### src/rtl/rr_arbiter_8.sv
// Round-robin arbiter for 8 requesters with registered one-hot grant,
// rotating priority pointer and optional per-grant hold timeout.
module rr_arbiter_8 #(
    parameter int MAX_HOLD = 16,
    parameter int HOLD_W   = 5
) (
    input  logic       clk,
    input  logic       rst_n,
    input  logic       en,
    input  logic [7:0] req,
    output logic [7:0] gnt,
    output logic [2:0] gnt_id,
    output logic       gnt_valid,
    output logic       timeout
);

    typedef enum logic {IDLE, BUSY} state_t;

    localparam int                HOLD_LAST_I = (MAX_HOLD > 0) ? MAX_HOLD - 1 : 0;
    localparam logic [HOLD_W-1:0] HOLD_LAST   = HOLD_LAST_I[HOLD_W-1:0];

    state_t            state, state_n;
    logic [2:0]        ptr, ptr_n;
    logic [2:0]        gnt_id_n;
    logic [7:0]        gnt_n;
    logic [HOLD_W-1:0] hold_cnt, hold_n;
    logic              timeout_n;
    logic [2:0]        win;
    logic [2:0]        idx;
    logic              win_found;

    // Rotated priority encode: scan ptr, ptr+1, ... wrapping modulo 8.
    always_comb begin
        win       = '0;
        idx       = '0;
        win_found = 1'b0;
        for (int unsigned i = 0; i < 8; i++) begin
            idx = ptr + i[2:0];
            if (!win_found && req[idx]) begin
                win       = idx;
                win_found = 1'b1;
            end
        end
    end

    always_comb begin
        state_n   = state;
        gnt_n     = gnt;
        gnt_id_n  = gnt_id;
        ptr_n     = ptr;
        hold_n    = hold_cnt;
        timeout_n = 1'b0;
        case (state)
            IDLE: begin
                if (en && win_found) begin
                    gnt_n    = 8'(1) << win;
                    gnt_id_n = win;
                    hold_n   = '0;
                    state_n  = BUSY;
                end
            end
            BUSY: begin
                if (!req[gnt_id]) begin
                    gnt_n   = '0;
                    ptr_n   = gnt_id + 3'd1;
                    state_n = IDLE;
                end else if (MAX_HOLD != 0 && hold_cnt == HOLD_LAST) begin
                    gnt_n     = '0;
                    ptr_n     = gnt_id + 3'd1;
                    state_n   = IDLE;
                    timeout_n = 1'b1;
                end else if (hold_cnt != '1) begin
                    hold_n = hold_cnt + 1'b1;
                end
            end
            default: state_n = IDLE;
        endcase
    end

    always_ff @(posedge clk or negedge rst_n) begin
        if (!rst_n) begin
            state    <= IDLE;
            gnt      <= '0;
            gnt_id   <= '0;
            ptr      <= '0;
            hold_cnt <= '0;
            timeout  <= 1'b0;
        end else begin
            state    <= state_n;
            gnt      <= gnt_n;
            gnt_id   <= gnt_id_n;
            ptr      <= ptr_n;
            hold_cnt <= hold_n;
            timeout  <= timeout_n;
        end
    end

    assign gnt_valid = |gnt;

endmodule

### config.mk
export PLATFORM = sky130hd
export DESIGN_NAME = rr_arbiter_8
export DESIGN_NICKNAME = d
export VERILOG_FILES = /design/src/rtl/rr_arbiter_8.sv
export SDC_FILE = /design/constraint.sdc
export NUM_CORES = 1
export LEC_CHECK = 0
export CAP_MARGIN = 15
export CORE_ASPECT_RATIO = 1.5
export CORE_UTILIZATION = 49
export DETAILED_ROUTE_END_ITERATION = 6
export PLACE_DENSITY_LB_ADDON = 0.1
export RECOVER_POWER = 50
export SLEW_MARGIN = 20
export SYNTH_ARGS = -nofsm -noshare
export SYNTH_HDL_FRONTEND = slang
export SYNTH_SLANG_ARGS = --single-unit
export TNS_END_PERCENT = 5
### constraint.sdc
create_clock -name clk -period 6.7 [get_ports clk]
set_input_delay 0.67 -clock clk [delete_from_list [all_inputs] [get_ports clk]]
set_output_delay 0.67 -clock clk [all_outputs]
set_load 0.05 [all_outputs]
* Word-level counts from Yosys, hierarchy flattened
Index checks and enable logic that the tools add are counted.
** Operators by class
- Add/sub/neg operators :: 9
- Magnitude comparators :: 9
- Eq/ne operators :: 8
- Shifts and indexed selects :: 1
- Mux-type cells :: 52
- Bitwise logic cells :: 1
- Reduce and logical (&&, ||, !) cells :: 20
** Operators by type and width (count)
- less-than comparator 3 x 4 -> 1 bit, second input constant :: 9
- two-way mux 3 bit :: 10
- binary-select mux 1 bit (select 3 bit) :: 9
- two-way mux 8 bit :: 3
- two-way mux 1 bit :: 23
- two-way mux 5 bit :: 4
- case mux 8 bit (2 select lines) :: 1
- adder 3 bit, second input constant :: 4
- case mux 5 bit (2 select lines) :: 1
- logical AND 1 bit :: 8
- OR reduction 8 bit :: 1
- << shifter 1 x 3 -> 8 bit, first input constant :: 1
- zero test 1 bit :: 7
- adder 3 x 1 -> 3 bit, second input constant :: 2
- adder 3 x 2 -> 3 bit, second input constant :: 2
- inequality test 2 x 1 -> 1 bit, second input constant :: 3
- AND reduction 2 bit :: 3
- adder 5 x 1 -> 5 bit, second input constant :: 1
- == test 5 x 4 -> 1 bit, second input constant :: 1
- inequality test 5 bit, second input constant :: 1
- inequality test 2 bit, second input constant :: 2
- AND reduction 4 bit :: 1
- inequality test 3 x 2 -> 1 bit, second input constant :: 1
- case mux 1 bit (2 select lines) :: 1
- inverter 1 bit :: 1
** Word-level totals
- Flip-flop bits (word level) :: 21
- Bits of input ports :: 11
- Output and inout bits :: 13
- Logic and storage cells :: 106

* Logic depth before layout (Yosys ltp)
Gate-level depths: netlist (run 1).
- Word-level depth :: 27
- Mapped depth :: 13
- Depth with buffers taken out :: 9

* Worst setup path before layout (run 1)
No wires, ideal clock.
- Kind :: flip-flop to flip-flop
- Start :: reg ptr[1]
- End :: reg hold_cnt[0]
- Setup time :: 0.127 ns
- Arrival time :: 3.251 ns
- Data required time :: 6.573 ns
- Path slack :: 3.322 ns
- Cell stages (with the launch flop) :: 12
- Buffers on the path :: 2
- Clock period less this slack :: 3.378 ns
- Cell sequence :: dfrtp_1 > buf_2 > clkinv_1 > ha_1 > buf_6 > mux2_4 > mux4_2 > a2bb2oi_2 > o41ai_4 > nand2_1 > nand2_2 > mux2_1
** Between the ends
- Word-level cells in the longest chain between the ends :: 27
- Elaborated cells between the ends (all ways) :: 48
- Those cells by class :: add/sub: 7; eq/ne: 1; mux: 24; reduce/logical: 16
** Ends and longest elaborated chain
- from (decl) :: RTL line 23 : logic [2:0] ptr, ptr_n;
- from (signal assigned) :: RTL line 92 : ptr <= ptr_n;
- parallel branches: the longest is 23 deep, another holds adder 3 x 1 -> 3 bit
- two-way mux 1 bit * :: RTL line 39 : if (!win_found && req[idx]) begin
- logical AND 1 bit * :: RTL line 55 : if (en && win_found) begin
- inequality test 2 bit (no line) *
- AND reduction 4 bit (no line) *
- to (signal assigned) :: RTL line 93 : hold_cnt <= hold_n;
- to (decl) :: RTL line 26 : logic [HOLD_W-1:0] hold_cnt, hold_n;
Every way passes the cells marked *. The select of a mux whose other input is x is not followed.
A chain may end at the register's enable or synchronous reset.

* Worst setup path in the final report (run 1)
Ends and elaborated chain as after synthesis.

==> flow_metrics.py, run 1 <==
metrics = {
    "placed_design": {
        "gp_congestion": 0.840,
        "dpl_cell_area_um2": 2340,
        "placed_cells": 262,
        "io_buffers": 23,
        "dp_hpwl_um": 3850,
    },
    "worst_setup_path": {
        "r2r_slack_ns": 2.40,
        "cp.arrival_ns": 4.44,
        "crit_type": "reg2reg",
        "slowest_stage": "ha_1",
        "cp_cell_sequence": "clkinv_1, ha_1, mux2_4, mux4_2, a2bb2oi_2, o41ai_4, nand2_1, nand2_2, mux2_1",
        "cp_max_fo": 19,
        "start_kind": "register",
        "max_stage_delay_ns": 0.91,
        "end_kind": "register",
        "worstPathRequired_ns": 6.84,
    },
    "routing": {
        "post_drt_wl_per_cell_um": 18.7,
        "antenna_left": 0,
        "drc": 0,
        "vias_per_cell": 6.61,
        "num_vias": 1757,
        "drt_iter0_drc": 50,
        "first_pass_iters": 4,
        "wl_um": 4970,
    },
    "flow_run": {
        "maxCapViolCount": 0,
    },
    "floorplan": {
        "die_area_um2": 4570,
        "core_area_um2": 4030,
        "ios": 24,
        "start_util_pct": 52.3,
        "die_w_um": 55.6,
        "placementRows": 28,
        "fp.dieH_um": 82.3,
    },
    "grt": {
        "grt_max_degree": 27,
        "grt-ovfl-total": 0,
        "grt_pass1_wl_um": 8650,
        "grt_pass1_vias": 1816,
        "antenna_found_initial": 0,
        "grt_util_all_layers_pct": 23.8,
    },
    "sta": {
        "finalCriticalPeriod_ns": 4.30,
        "finClkSkew_ns": 0.00525,
        "setup_viol": 0,
        "tightest_slew_ns": 0.960,
        "hold_ws_ns": 0.527,
        "setup_tns_ns": 0,
        "drv_slew": 0,
        "final-hold-violation-count": 0,
        "fmax_ghz": 0.233,
        "period_share_pct": 64.2,
        "rsz0062_at_grt": "no",
        "relSlewSlack_pct": 35.8,
    },
    "synthesis": {
        "avgSynthCellArea_um2": 10.4,
        "synth_most_common_cell": "dfrtp_1",
        "yosys-top-cells-count": "dfrtp_1 (21), nand2_1 (19), mux4_2 (16), mux2i_1 (14), o21ai_0 (10)",
        "synth_edf_count": 0,
        "syn_area_um2": 2110,
        "synthDistinctLibCells": 51,
        "synth_top_area_share_pct": 24.9,
        "post-synth-top-area-cell": "dfrtp_1",
        "synth_flop_cell": "dfrtp_1",
        "synthArstFlopShare_pct": 100,
        "synth_cells": 203,
        "ys_seq_area_share_pct": 24.9,
        "yosys-top-cells-area": "dfrtp_1 (25%), mux4_2 (17%), mux2i_1 (6.6%), ha_1 (3.6%), nand2_1 (3.4%)",
        "synth_warnings": 0,
        "syn_nets": 220,
        "synth_seq_cells": 21,
    },
    "clock_tree": {
        "cts.sinks": 21,
        "clkLatencyLatePin_ns": 0.26,
        "postCtsSetupBuffers": 0,
        "cts-htree-levels": 1,
        "cts-root-buf": "clkbuf_8",
        "clkTransAtPathRegs_ns": 0.08,
        "cts_buffers": 3,
        "ctsHoldBuffers": 0,
        "ctsResizeCount": 0,
        "cts_buffer_depth": 2,
        "cts_tree": "yes",
    },
    "layout": {
        "drive_gt1_share_pct": 16.3,
        "n_antenna_cell": 0,
        "nFillCells": 328,
        "multi_input_area_um2": 1480,
        "fin_cells": 266,
        "final_cell_area_um2": 2380,
        "final_nets": 239,
        "regArea_um2": 526,
        "area_growth_pct": 13.1,
    },
    "hold_path": {
        "min_path_type": "reg2reg",
    },
    "outcome": {
        "outcome": "finished, final reports clean",
    },
}
## state kept, by name (all words and copies together) (netlist names)
| register | cells |
|---|---|
| gnt | 8 |
| ptr | 3 |
| hold_cnt | 5 |
| gnt_id | 3 |
| timeout | 1 |
| state | 1 |
## layout make-up
class / count / share of cell area (%)
well taps: 45 / 2.36
repair buffers: 24 / 9.97
flip-flops and latches: 21 / 22.0
multi-input cells: 162 / 62.2
clock buffers: 4 / 1.89
inverters: 10 / 1.57
## routing by layer
metal / GRT usage (%) / up-vias / routed length (µm)
met2: 44.0 / 57 / 2620
li1: - / 819 / -
met1: 26.9 / 863 / 1990
met3: 1.40 / 18 / 146
met4: 14.8 / 0 / 218
met5: 0 / - / 0
## worst paths after layout
path                              from     endpoint  depth (start not counted)
worst max-delay path            ptr[1]  hold_cnt[0]                          9
worst min-delay path            gnt[3]       gnt[3]                          2
max in group asynchronous        rst_n       gnt[2]                          1
worst max register to register  ptr[1]  hold_cnt[0]                          9
min in group asynchronous        rst_n  hold_cnt[4]                          1
worst min register to register  gnt[3]       gnt[3]                          2
## metrics by stage
| step | setup slack (ns) | util [%] |
|---|---|---|
| after floorplan | 3.32 | - |
| after global placement | 2.63 | 58.1 |
| after detailed placement | 2.47 | 58.1 |
| after CTS | 2.44 | 59.2 |
| after global routing | 2.16 | 59.2 |
| final | 2.40 | 59.2 |
## cell families (layout without fill, tap and decap cells)
group,Yosys count,count (layout),share of synthesized area (%)
compound gates,46,46,16.7
xor+xnor,5,5,2.08
simple gates,60,60,15.5
fa+ha+maj,6,6,3.56
flops,21,21,24.9
buf+inv,20,38,4.75
mux,45,45,32.5
## worst max-delay path, delay by kind of cell, from the launching register on
kind | cells | cell delay, ns
buf+inv | 1 | 0.36
flops | 1 | 0.67
simple gates | 2 | 0.25
compound gates | 2 | 0.77
mux | 3 | 1.21
fa+ha+maj | 1 | 0.91
## cells in the final DEF, fill, tap and decap left out, types with 2 or more instances in the layout
| master | count |
|---|---|
| nor4b_1 | 2 |
| o211ai_1 | 2 |
| ha_1 | 6 |
| nor2b_1 | 7 |
| mux2_2 | 6 |
| mux2_1 | 5 |
| nor3_1 | 3 |
| clkdlybuf4s50_1 | 16 |
| and2_1 | 4 |
| a22o_1 | 5 |
| a21o_1 | 2 |
| a21oi_1 | 8 |
| inv_1 | 9 |
| o21ai_0 | 10 |
| nor2_1 | 8 |
| nand3_1 | 2 |
| clkbuf_8 | 3 |
| xor2_1 | 2 |
| xnor2_1 | 3 |
| mux2_4 | 4 |
| mux4_2 | 16 |
| nand2b_1 | 4 |
| mux2i_1 | 14 |
| o21ai_1 | 2 |
| nor4_1 | 4 |
| a221oi_1 | 4 |
| dlygate4sd3_1 | 7 |
| nand2_1 | 19 |
| dfrtp_1 | 21 |
Power of run 1 is left out: the tool's default activity adds up to more than one toggle a clock period on the data nets, which glitch-free logic cannot reach.
==> inputs of run 2 (changes only) <==
==> constraint.sdc (replaced) <==
create_clock -name clk -period 3.8 [get_ports clk]
set_input_delay 0.38 -clock clk [delete_from_list [all_inputs] [get_ports clk]]
set_output_delay 0.38 -clock clk [all_outputs]
set_load 0.05 [all_outputs]
==> flow_metrics.py, run 2 (synthesized netlist as in run 1, its figures left out) <==
metrics = {
    "outcome": {
        "outcome": "finished, final reports clean",
    },
    "worst_setup_path": {
        "reg2reg_from": "ptr[0]",
        "cp.arrival_ns": 3.69,
        "end_kind": "register",
        "crit_type": "reg2reg",
        "reg2reg_to": "hold_cnt[0]",
        "slowest_stage": "ha_1",
        "max_stage_delay_ns": 0.70,
        "start_kind": "register",
        "cp_max_fo": 13,
        "r2r_slack_ns": 0.26,
        "cp_cell_sequence": "inv_1, ha_1, mux2_4, mux4_2, a2bb2oi_2, o41ai_4, nand2_1, nand2_2, mux2_1",
        "worstPathRequired_ns": 3.95,
        "reg2reg_depth": 9,
    },
    "sta": {
        "setup_tns_ns": 0,
        "rsz0062_at_grt": "no",
        "period_share_pct": 93.3,
        "finalCriticalPeriod_ns": 3.54,
        "setup_viol": 0,
        "relSlewSlack_pct": 37.7,
        "tightest_slew_ns": 0.931,
        "finClkSkew_ns": 0.00369,
        "fmax_ghz": 0.282,
        "drv_slew": 0,
        "final-hold-violation-count": 0,
    },
    "clock_tree": {
        "clkLatencyLatePin_ns": 0.26,
        "cts_buffer_depth": 2,
        "ctsHoldBuffers": 0,
        "cts_tree": "yes",
        "cts-root-buf": "clkbuf_8",
        "clkTransAtPathRegs_ns": 0.08,
        "cts-htree-levels": 1,
        "cts_buffers": 3,
        "postCtsSetupBuffers": 0,
        "cts.sinks": 21,
    },
    "grt": {
        "grt-ovfl-total": 0,
        "grt_pass1_wl_um": 8670,
        "grt_util_all_layers_pct": 24.5,
        "antenna_found_initial": 0,
        "grt_max_degree": 26,
        "grt_pass1_vias": 1766,
    },
    "layout": {
        "drive_gt1_share_pct": 17.9,
        "reg_top3": "gnt x8, hold_cnt x5",
        "largest_register_ffs": 8,
        "final_common_cell": "dfrtp_1",
        "regMostFlops": "gnt",
        "final_nets": 242,
        "n_antenna_cell": 0,
        "nFillCells": 337,
        "fin_cells": 269,
        "final_cell_mix": "dfrtp_1 (21), nand2_1 (19), mux4_2 (16), clkdlybuf4s50_1 (16), mux2i_1 (14)",
        "area_growth_pct": 14.5,
    },
    "hold_path": {
        "worstHoldStart": "gnt[3]",
        "min_path_type": "reg2reg",
        "hold_depth": 2,
        "min_to": "gnt[3]",
    },
    "floorplan": {
        "die_w_um": 55.6,
        "fp.dieH_um": 82.3,
        "die_area_um2": 4570,
        "start_util_pct": 52.3,
        "ios": 24,
        "placementRows": 28,
        "core_area_um2": 4030,
    },
    "placed_design": {
        "io_buffers": 23,
        "dp_hpwl_um": 4000,
        "placed_cells": 265,
        "gp_congestion": 0.976,
    },
    "routing": {
        "num_vias": 1797,
        "wl_um": 5290,
        "first_pass_iters": 4,
        "antenna_left": 0,
        "post_drt_wl_per_cell_um": 19.7,
        "drc": 0,
        "drt_iter0_drc": 59,
        "vias_per_cell": 6.68,
    },
    "flow_run": {
        "maxCapViolCount": 0,
    },
}
## run 2: changes by cell type in the layout (fill, tap and decap cells not counted)
cell,previous run,this run
buf_4,1,4
a311oi_1,1,0
a311oi_2,0,1
## run 2: metal layers
metal  global-route usage, %  share of wire (%)  vias to the layer above
met5                       0                  0                        -
met4                    9.50                1.9                        0
met3                    1.87                3.2                       12
met2                    47.7                 55                       63
met1                    27.7                 40                      895
li1                        -                  -                      827
## run 2: layout make-up
type	count	area [µm²]	share of cell area, %
well taps	45	56.3	2.33
flip-flops and latches	21	526	21.8
repair buffers	27	260	10.8
multi-input cells	162	1490	61.7
clock buffers	4	45.0	1.87
inverters	10	37.5	1.56
## run 2: metrics by stage
step	setup WS [ns]	hold slack [ns]	instance area [µm²]	utilization (%)
after floorplan	0.422	0.0844	2110	-
after global placement	0.374	0.493	2360	58.6
final	0.256	0.519	2410	59.9
after global routing	0.0827	0.557	2410	59.9
after detailed placement	0.280	0.506	2360	58.6
after CTS	0.268	0.523	2410	59.8
## run 2: how the worst max path moves through the flow
stage | slack [ns] | start | endpoint | cells past startpoint
after global placement | 0.37 | ptr[1] | gnt_id[0] | 8
after floorplan | 0.42 | ptr[1] | hold_cnt[0] | 11
after detailed placement | 0.28 | ptr[0] | gnt[1] | 8
final | 0.26 | ptr[0] | hold_cnt[0] | 9
after global routing | 0.08 | ptr[0] | hold_cnt[0] | 9
after CTS | 0.27 | ptr[0] | gnt[1] | 8
## run 2: timing repair
item | 4_1_cts | 5_1_grt
resized for setup | 0 | 1
hold endpoints to repair | 0 | 0
endpoints found under the setup margin | 0 | 1
## run 2: critical path, delay by kind of cell (launching register included)
family	cells	cell delay, ns
mux	3	1.21
compound gates	2	0.76
fa+ha+maj	1	0.70
flops	1	0.37
simple gates	2	0.28
buf+inv	1	0.10
Power of run 2 is left out for the same reason.
==> inputs of run 3 (changes only) <==
--- a/config.mk
+++ b/config.mk
@@ -6,7 +6,7 @@
 export NUM_CORES = 1
 export LEC_CHECK = 0
 export CAP_MARGIN = 15
-export CORE_ASPECT_RATIO = 1.5
+export CORE_ASPECT_RATIO = 1.25
 export CORE_UTILIZATION = 49
 export DETAILED_ROUTE_END_ITERATION = 6
 export PLACE_DENSITY_LB_ADDON = 0.1
==> flow_metrics.py, run 3 (synthesized netlist as in run 1, its figures left out) <==
metrics = {
    "sta": {
        "drv_slew": 0,
        "setup_viol": 0,
        "fmax_ghz": 0.287,
        "final-hold-violation-count": 0,
        "finalCriticalPeriod_ns": 3.49,
        "relSlewSlack_pct": 35.2,
        "period_share_pct": 91.7,
        "finClkSkew_ns": 0.0171,
        "tightest_slew_ns": 0.968,
        "rsz0062_at_grt": "no",
        "setup_tns_ns": 0,
    },
    "layout": {
        "fin_cells": 280,
        "final_common_cell": "dfrtp_1",
        "regMostFlops": "gnt",
        "nFillCells": 377,
        "final_cell_mix": "dfrtp_1 (21), nand2_1 (19), mux4_2 (16), clkdlybuf4s50_1 (16), mux2i_1 (14)",
        "area_growth_pct": 15.3,
        "drive_gt1_share_pct": 18.3,
        "reg_top3": "gnt x8, hold_cnt x5",
        "largest_register_ffs": 8,
        "final_nets": 242,
        "n_antenna_cell": 0,
    },
    "worst_setup_path": {
        "r2r_slack_ns": 0.31,
        "end_kind": "register",
        "crit_type": "reg2reg",
        "worstPathRequired_ns": 3.96,
        "cp.arrival_ns": 3.65,
        "start_kind": "register",
        "cp_max_fo": 13,
    },
    "clock_tree": {
        "postCtsSetupBuffers": 0,
        "cts.sinks": 21,
        "cts-root-buf": "clkbuf_8",
        "cts-htree-levels": 1,
        "cts_tree": "yes",
        "cts_buffers": 3,
        "cts_buffer_depth": 2,
        "clkLatencyLatePin_ns": 0.27,
        "clkTransAtPathRegs_ns": 0.09,
    },
    "routing": {
        "wl_um": 4990,
        "dr_wl_met2_um": 2690,
        "highest_layer": "met4",
        "wl_met3_um": 126,
        "post_drt_wl_per_cell_um": 17.8,
        "num_vias": 1761,
        "drc": 0,
        "antenna_left": 0,
        "vias_per_cell": 6.29,
        "first_pass_iters": 4,
        "drt_iter0_drc": 52,
        "wl_met1_um": 2090,
    },
    "placed_design": {
        "placed_cells": 276,
        "gp_congestion": 0.906,
        "dp_hpwl_um": 3930,
        "io_buffers": 23,
    },
    "floorplan": {
        "die_w_um": 60.7,
        "fp.dieH_um": 75.3,
        "placementRows": 26,
        "core_area_um2": 4100,
        "ios": 24,
        "start_util_pct": 51.4,
        "die_area_um2": 4570,
    },
    "grt": {
        "grt_pass1_wl_um": 8340,
        "grt_pass1_vias": 1700,
        "grt_util_all_layers_pct": 24.3,
        "grt-ovfl-total": 0,
        "antenna_found_initial": 0,
        "grt_max_degree": 26,
    },
    "flow_run": {
        "maxCapViolCount": 0,
    },
    "hold_path": {
        "min_path_type": "reg2reg",
    },
    "outcome": {
        "outcome": "finished, final reports clean",
    },
}
[run 3: cell type report]
cell class / count / area, µm² / share of cell area [%]
Timing Repair Buffer: 27 / 260 / 10.7
Sequential cell: 21 / 526 / 21.6
Clock buffer: 3 / 41.3 / 1.70
Multi-Input combinational cell: 162 / 1490 / 61.2
Tap cell: 56 / 70.1 / 2.88
Inverter: 10 / 37.5 / 1.54
Clock inverter: 1 / 7.51 / 0.309
[run 3: what timing repair did]
item	CTS	global route
endpoints found under the setup margin	0	1
hold buffers	0	0
gates resized for setup	0	1
[run 3: worst paths after layout]
check / endpoint / depth (start not counted) / from
hold / removal: gnt[1] / 2 / gnt[1]
setup reg to reg: hold_cnt[0] / 9 / ptr[0]
max in group asynchronous: gnt[1] / 1 / rst_n
hold reg to reg: gnt[1] / 2 / gnt[1]
min in group asynchronous: hold_cnt[4] / 1 / rst_n
setup / recovery: hold_cnt[0] / 9 / ptr[0]
[run 3: through the flow]
step | cell area [µm²] | utilization (%) | setup slack, ns | hold WS [ns]
after floorplan | 2110 | - | 0.422 | 0.0844
after global placement | 2380 | 58.0 | 0.356 | 0.491
after detailed placement | 2380 | 58.0 | 0.240 | 0.514
after CTS | 2420 | 59.2 | 0.208 | 0.531
after global routing | 2430 | 59.3 | 0.112 | 0.573
final | 2430 | 59.3 | 0.315 | 0.518
[run 3: worst max-delay path, cell delays in order, from the launching register on]
cell	delay, ns
dfrtp_1	0.37
inv_1	0.10
ha_1	0.69
mux2_4	0.38
mux4_2	0.48
a2bb2oi_2	0.21
o41ai_4	0.56
nand2_1	0.13
nand2_2	0.13
mux2_1	0.32
[run 3: routing by layer]
metal  track usage (%)  vias to the layer above
met5                 0                        -
met4              9.34                        0
met3              2.21                        6
met2              43.3                       50
met1              30.3                      882
li1                  -                      823
Power of run 3 is left out for the same reason.
